[src/rtl/menu_pkg.sv]
// Screen codes and app-list helpers shared by the menu controller, the OLED mux and the renderers.
package menu_pkg;

  localparam int NUM_APPS = 8;

  // Button slots used by the controller's debouncer bank
  localparam int BTN_C = 0;
  localparam int BTN_U = 1;
  localparam int BTN_D = 2;
  localparam int BTN_L = 3;
  localparam int BTN_R = 4;

  typedef enum logic [3:0] {
    ST_HOME  = 4'd0,
    ST_APP1  = 4'd1,
    ST_APP3  = 4'd3,
    ST_APP4  = 4'd4,
    ST_APP5  = 4'd5,
    ST_APP6  = 4'd6,
    ST_APP8  = 4'd8,
    ST_APP9  = 4'd9,
    ST_APP10 = 4'd10
  } screen_e;

  localparam screen_e APP_LIST [NUM_APPS] = '{
    ST_APP1, ST_APP3, ST_APP4, ST_APP5, ST_APP6, ST_APP8, ST_APP9, ST_APP10
  };

  function automatic logic [2:0] code_to_index(input logic [3:0] code);
    case (code)
      4'd3:    return 3'd1;
      4'd4:    return 3'd2;
      4'd5:    return 3'd3;
      4'd6:    return 3'd4;
      4'd8:    return 3'd5;
      4'd9:    return 3'd6;
      4'd10:   return 3'd7;
      default: return 3'd0;
    endcase
  endfunction

  function automatic logic is_valid_state(input logic [3:0] code);
    case (code)
      4'd0, 4'd1, 4'd3, 4'd4, 4'd5, 4'd6, 4'd8, 4'd9, 4'd10: return 1'b1;
      default:                                               return 1'b0;
    endcase
  endfunction

endpackage

[src/rtl/btn_debounce.sv]
// Two-flop synchroniser plus stability counter; press pulses once per accepted 0->1 level change.
module btn_debounce #(
  parameter int DEBOUNCE_CYCLES = 100000
) (
  input  logic clk,
  input  logic rst_n,
  input  logic raw,
  output logic level,
  output logic press
);

  localparam int CW = $clog2(DEBOUNCE_CYCLES + 1);

  logic          r_sync1;
  logic          r_sync2;
  logic          r_level;
  logic          r_press;
  logic [CW-1:0] r_cnt;

  always_ff @(posedge clk) begin
    if (!rst_n) begin
      r_sync1 <= 1'b0;
      r_sync2 <= 1'b0;
      r_level <= 1'b0;
      r_press <= 1'b0;
      r_cnt   <= '0;
    end else begin
      r_sync1 <= raw;
      r_sync2 <= r_sync1;
      r_press <= 1'b0;
      if (r_sync2 == r_level) begin
        r_cnt <= '0;
      end else if (r_cnt == CW'(DEBOUNCE_CYCLES - 1)) begin
        r_level <= r_sync2;
        r_press <= r_sync2;
        r_cnt   <= '0;
      end else begin
        r_cnt <= r_cnt + CW'(1);
      end
    end
  end

  assign level = r_level;
  assign press = r_press;

endmodule

[src/rtl/menu_state_ctrl.sv]
// Home-menu cursor, app entry/stepping and long-press escape; drives the screen code for the OLED mux.
module menu_state_ctrl
  import menu_pkg::*;
#(
  parameter int DEBOUNCE_CYCLES = 100000,
  parameter int HOLD_CYCLES     = 100000000
) (
  input  logic       clk,
  input  logic       rst_n,
  input  logic       btnC,
  input  logic       btnU,
  input  logic       btnD,
  input  logic       btnL,
  input  logic       btnR,
  output logic [3:0] machine_state,
  output logic [2:0] cursor,
  output logic       state_changed
);

  localparam int HW = $clog2(HOLD_CYCLES + 1);

  logic [4:0]    w_raw;
  logic [4:0]    w_level;
  logic [4:0]    w_press;
  logic          w_levels_unused;
  logic          w_valid;
  logic          w_is_app;
  logic          w_escape;
  logic [2:0]    w_next_idx;
  logic [3:0]    w_state_next;
  logic [2:0]    w_cursor_next;

  logic [3:0]    r_state;
  logic [2:0]    r_cursor;
  logic          r_changed;
  logic [HW-1:0] r_hold_cnt;
  logic          r_hold_lock;

  assign w_raw = {btnR, btnL, btnD, btnU, btnC};

  for (genvar gi = 0; gi < 5; gi++) begin : g_btn
    btn_debounce #(
      .DEBOUNCE_CYCLES(DEBOUNCE_CYCLES)
    ) u_debounce (
      .clk   (clk),
      .rst_n (rst_n),
      .raw   (w_raw[gi]),
      .level (w_level[gi]),
      .press (w_press[gi])
    );
  end

  // Only btnL needs its held level; btnL's press pulse has no action.
  assign w_levels_unused = ^{w_level[BTN_R], w_level[BTN_D], w_level[BTN_U],
                             w_level[BTN_C], w_press[BTN_L]};

  assign w_valid    = is_valid_state(r_state);
  assign w_is_app   = w_valid && (r_state != ST_HOME);
  assign w_escape   = w_is_app && w_level[BTN_L] && !r_hold_lock &&
                      (r_hold_cnt == HW'(HOLD_CYCLES - 1));
  assign w_next_idx = code_to_index(r_state) + 3'd1;

  always_comb begin
    w_state_next  = r_state;
    w_cursor_next = r_cursor;
    if (!w_valid) begin
      w_state_next  = ST_HOME;
      w_cursor_next = 3'd0;
    end else if (w_escape) begin
      w_state_next = ST_HOME;
    end else if (!w_is_app) begin
      if (w_press[BTN_C])      w_state_next  = APP_LIST[r_cursor];
      else if (w_press[BTN_U]) w_cursor_next = r_cursor - 3'd1;
      else if (w_press[BTN_D]) w_cursor_next = r_cursor + 3'd1;
    end else if (w_press[BTN_R]) begin
      w_state_next  = APP_LIST[w_next_idx];
      w_cursor_next = w_next_idx;
    end
  end

  always_ff @(posedge clk) begin
    if (!rst_n) begin
      r_state     <= ST_HOME;
      r_cursor    <= 3'd0;
      r_changed   <= 1'b0;
      r_hold_cnt  <= '0;
      r_hold_lock <= 1'b0;
    end else begin
      r_state   <= w_state_next;
      r_cursor  <= w_cursor_next;
      r_changed <= (w_state_next != r_state);
      if (!w_level[BTN_L] || !w_is_app)
        r_hold_cnt <= '0;
      else if (r_hold_cnt != HW'(HOLD_CYCLES - 1))
        r_hold_cnt <= r_hold_cnt + HW'(1);
      // Lock survives re-entry into an app so one long press escapes once.
      if (!w_level[BTN_L])
        r_hold_lock <= 1'b0;
      else if (w_escape)
        r_hold_lock <= 1'b1;
    end
  end

  assign machine_state = r_state;
  assign cursor        = r_cursor;
  assign state_changed = r_changed;

endmodule

[config.mk]
export PLATFORM = sky130hd
export DESIGN_NAME = menu_state_ctrl
export DESIGN_NICKNAME = d
export VERILOG_FILES = /design/src/rtl/menu_pkg.sv /design/src/rtl/btn_debounce.sv /design/src/rtl/menu_state_ctrl.sv
export SDC_FILE = /design/constraint.sdc
export NUM_CORES = 1
export LEC_CHECK = 0
export BUFFER_PORTS_ARGS = -buffer_cell sky130_fd_sc_hd__buf_2
export CAP_MARGIN = 20
export CORE_ASPECT_RATIO = 0.7
export CORE_MARGIN = 1.5
export CORE_UTILIZATION = 58
export DETAILED_ROUTE_END_ITERATION = 8
export GPL_ROUTABILITY_DRIVEN = 0
export PLACE_DENSITY = 0.75
export SYNTH_ARGS = -nofsm -noshare
export SYNTH_HDL_FRONTEND = slang
export SYNTH_SLANG_ARGS = --single-unit
[constraint.sdc]
create_clock -name clk -period 3.52 [get_ports clk]
set_clock_uncertainty 0.1 [all_clocks]
set_input_delay 0.528 -clock clk [delete_from_list [all_inputs] [get_ports clk]]
set_output_delay 0.528 -clock clk [all_outputs]
set_load 0.03 [all_outputs]
==> key figures <==
Outcome
  • Status: finished, final reports clean

Timing
  • RSZ-0062 raised after global routing: false
  • Final min period: around 3.3 ns
  • Slew HR: 55.6%
  • TNS Setup: 0 ns
  • Worst Tran Pin Value: between 0.6 and 0.7 ns
  • Max Freq: 0.299 GHz
  • Max-slew violations: 0
  • Final hold violations: 0
  • Final Setup Violations: 0
  • Crit share post-route: 95.0%

Global routing
  • Grt met3 use: under 10%
  • Initial antenna violation count: 0
  • Met2 usage: ~37%
  • Total Routing Usage GR: between 20% and 30%
  • Grt peak-use layer: met2
  • Largest net degree at the start of global routing: 25
  • Total grt overflow: 0
  • First-pass GRT wire length: between 20 and 25 mm
  • M1 GR Usage: between 30% and 40%
  • Vias in the first global route: 4884

Synth
  • FFs w/ async S/R, synth: 0%
  • Yosys cell types: between 50 and 60
  • Number of synthesized register bits: between 100 and 150
  • Most used DFF post-synth: dfxtp_1
  • Post-Syn Nets: 770
  • Avg Cell Area, Syn: 8.64 um^2
  • Sequential share of the synthesized area: approximately 44%
  • Post-Syn Instances: between 700 and 800
  • Post-synth EDFFs: 0
  • Yosys warns: 0
  • Post-Syn Area: roughly 6400 um^2

Setup path
  • CP Class: register to register
  • Critical Path Fanout Max: 13
  • Critical R2R Launch: machine_state[1]
  • CP arrival: 3.54 ns
  • Worst Setup Start Kind: register
  • WP data required: between 3 and 4 ns
  • Critical path endpoint category: register
  • Register-to-register setup slack: ~0.18 ns
  • Path depth of the worst reg2reg path: 12
  • R2r endpoint: state_changed

Cells and area
  • Layout net count: 776
  • Commonest non-fill, non-tap cell in the layout: nor2_1
  • Area growth syn-to-layout: 11.2%
  • Commonest non-fill, non-tap cells in the layout: 139 x nor2_1, 137 x dfxtp_1, 59 x xor2_1
  • Finished Core Util: 67.8%
  • Ant. Diodes: 0
  • Fraction of layout cells with a size suffix above 1: under 10%

Power
  • Int Pwr: ~2600 uW
  • Combinational share of power: 0.8%
  • Worst vdd ir: between 0.4 and 0.5 mV
  • Pwr dens: between 400 and 500 nW/um^2
  • Sequential power share: between 40 and 50%
  • Clock share of power: ~50%
  • Sw Ratio: 19.6%
  • P_leak: approximately 0.0024 uW
  • Switching power: 645 uW

Clock network
  • Clk_lat worst skew: 0.41 ns
  • Root buffer cell: clkbuf_16
  • Post-CTS setup buffers: 0
  • Htree depth: 4
  • Worst-path clk slew: 0.05 ns
  • CTS buffer count: 17
  • # clock sinks: ~140
  • CTS max path bufs: 2
  • CTS tree: built

Detailed routing
  • Vias/cell: 5.60
  • Drt first pass iters: 5
  • Drc violations: 0
  • WL/cell: between 10 and 15 um
  • DRT iter0 DRCs: about 340
  • Antenna-violating nets left: 0
  • Routed wire length: approximately 12 mm
  • Via Count: ~5100

Floorplan
  • Rows: 31
  • CORE AREA: 10600 um^2
  • Initial Util: 61.0%
  • Die X-Extent: roughly 130 um
  • Die Y: 91.1 um
  • Top-Level Pins: 15
  • Die area: approximately 12000 um^2

Placed design
  • Number of port buffers: 14
  • DP Wirelength: between 8 and 9 mm

Job
  • # Max-Cap Violations: 0

Worst hold path
  • Hold WC Path Type: input pin to register
  • Hold Path Stages: 2
  • Hold wc startpoint: btnC
  • Worst Hold Path EP: g_btn[0].u_debounce.r_sync1
cell usage after synthesis (2+ instances only):
library cell | instances | area [um^2]
dfxtp_1 | 141 | 2820
nor2_1 | 139 | 522
xor2_1 | 59 | 517
nand3_1 | 52 | 260
nand2_1 | 51 | 191
xnor2_1 | 40 | 350
nor3_1 | 24 | 120
clkbuf_1 | 23 | 86.3
inv_1 | 21 | 78.8
nand4_1 | 18 | 113
ha_1 | 17 | 213
and2_1 | 16 | 100
a21oi_1 | 15 | 75.1
and3_1 | 15 | 93.8
nor4_1 | 13 | 81.3
o21ai_0 | 11 | 55.1
and4_1 | 9 | 78.8
or3_1 | 9 | 56.3
mux2i_1 | 8 | 80.1
or4_1 | 7 | 52.6
nor3b_1 | 6 | 45.0
nor4b_1 | 5 | 43.8
a31oi_1 | 3 | 18.8
nor2b_1 | 3 | 18.8
nor4bb_1 | 3 | 30.0
o31ai_1 | 3 | 22.5
a211oi_1 | 2 | 15.0
a22oi_1 | 2 | 15.0
a41oi_1 | 2 | 17.5
buf_1 | 2 | 7.51
buf_2 | 2 | 10.0
mux2_2 | 2 | 22.5
o32ai_1 | 2 | 17.5
state kept, by name, indices dropped and copies added, names as in the netlist, 3 cells and up:
name and count:
cursor 3, g_btn.u_debounce.level 5, g_btn.u_debounce.press 4, g_btn.u_debounce.r_cnt 85
g_btn.u_debounce.r_sync1 5, g_btn.u_debounce.r_sync2 5, machine_state 4, r_hold_cnt 27
per-layer routing:
layer | routed length [um] | share of wire (%) | vias up
li1 | - | - | 2560
met1 | 5990 | 49 | 2419
met5 | 0 | 0 | -
met2 | 5650 | 46 | 92
met4 | 173 | 1.4 | 0
met3 | 444 | 3.6 | 17
critical path, stage by stage (launching register included):
cell	delay, ns
dfxtp_2	0.46
nor4bb_1	0.37
nor3_2	0.13
inv_1	0.15
ha_1	0.17
inv_1	0.04
ha_1	0.37
and2_1	0.16
o21ai_0	0.11
a22oi_2	0.28
o32ai_1	0.14
or4bb_1	0.49
a41o_1	0.25
cell families (layout without fill, tap and decap cells):
| kind of cell | after synthesis | count (layout) | synth area share [%] |
|---|---|---|---|
| compound gates | 50 | 50 | 5.04 |
| simple gates | 378 | 378 | 29.4 |
| mux | 10 | 10 | 1.59 |
| flops | 141 | 141 | 43.9 |
| xor+xnor | 99 | 99 | 13.5 |
| buf+inv | 49 | 64 | 2.96 |
| fa+ha+maj | 18 | 18 | 3.62 |
power groups by stage:
stage	clock network, uW	logic, uW	registers [uW]
2_1_floorplan	0	19.3	1640
4_1_cts	1680	27.7	1610
5_1_grt	1760	30.8	1610
3_5_place_dp	0	27.4	1640
6_report	1650	27.0	1610
3_3_place_gp	0	25.7	1640
final cells by class:
type                    count  area, um^2
multi-input cells         555        3440
fillers                   834        3400
flip-flops and latches    141        2830
clock buffers              22         484
well taps                 148         185
inverters                  21        78.8
repair buffers             15        77.6
clock inverters             6        63.8
worst max-delay path by stage:
| stage | cells past startpoint | end | slack (ns) | from |
|---|---|---|---|---|
| after detailed placement | 12 | state_changed | 0.008 | machine_state[1] |
| after global placement | 12 | state_changed | 0.19 | machine_state[1] |
| after floorplan | 13 | state_changed | 0.09 | machine_state[3] |
| after global routing | 12 | state_changed | 0.02 | machine_state[1] |
| final | 12 | state_changed | 0.18 | machine_state[1] |
| after CTS | 12 | state_changed | 0.05 | machine_state[1] |
through the flow:
step	cell area (um^2)	worst slack (ns)	hold WS (ns)	cells	power [uW]
after detailed placement	6590	0.00791	0.317	880	1670
after CTS	7140	0.0490	0.230	908	3320
final	7150	0.177	0.236	908	3290
after floorplan	6430	0.0902	0.312	745	1660
after global routing	7150	0.0238	0.234	908	3390
after global placement	6590	0.194	0.319	880	1670
timing repair:
| item | 4_1_cts | 5_1_grt |
|---|---|---|
| setup endpoints to repair | 1 | 1 |
| resized for setup | 1 | 6 |
| hold buffers | 0 | 0 |
Note: power is estimated with default switching activity, not from simulation.
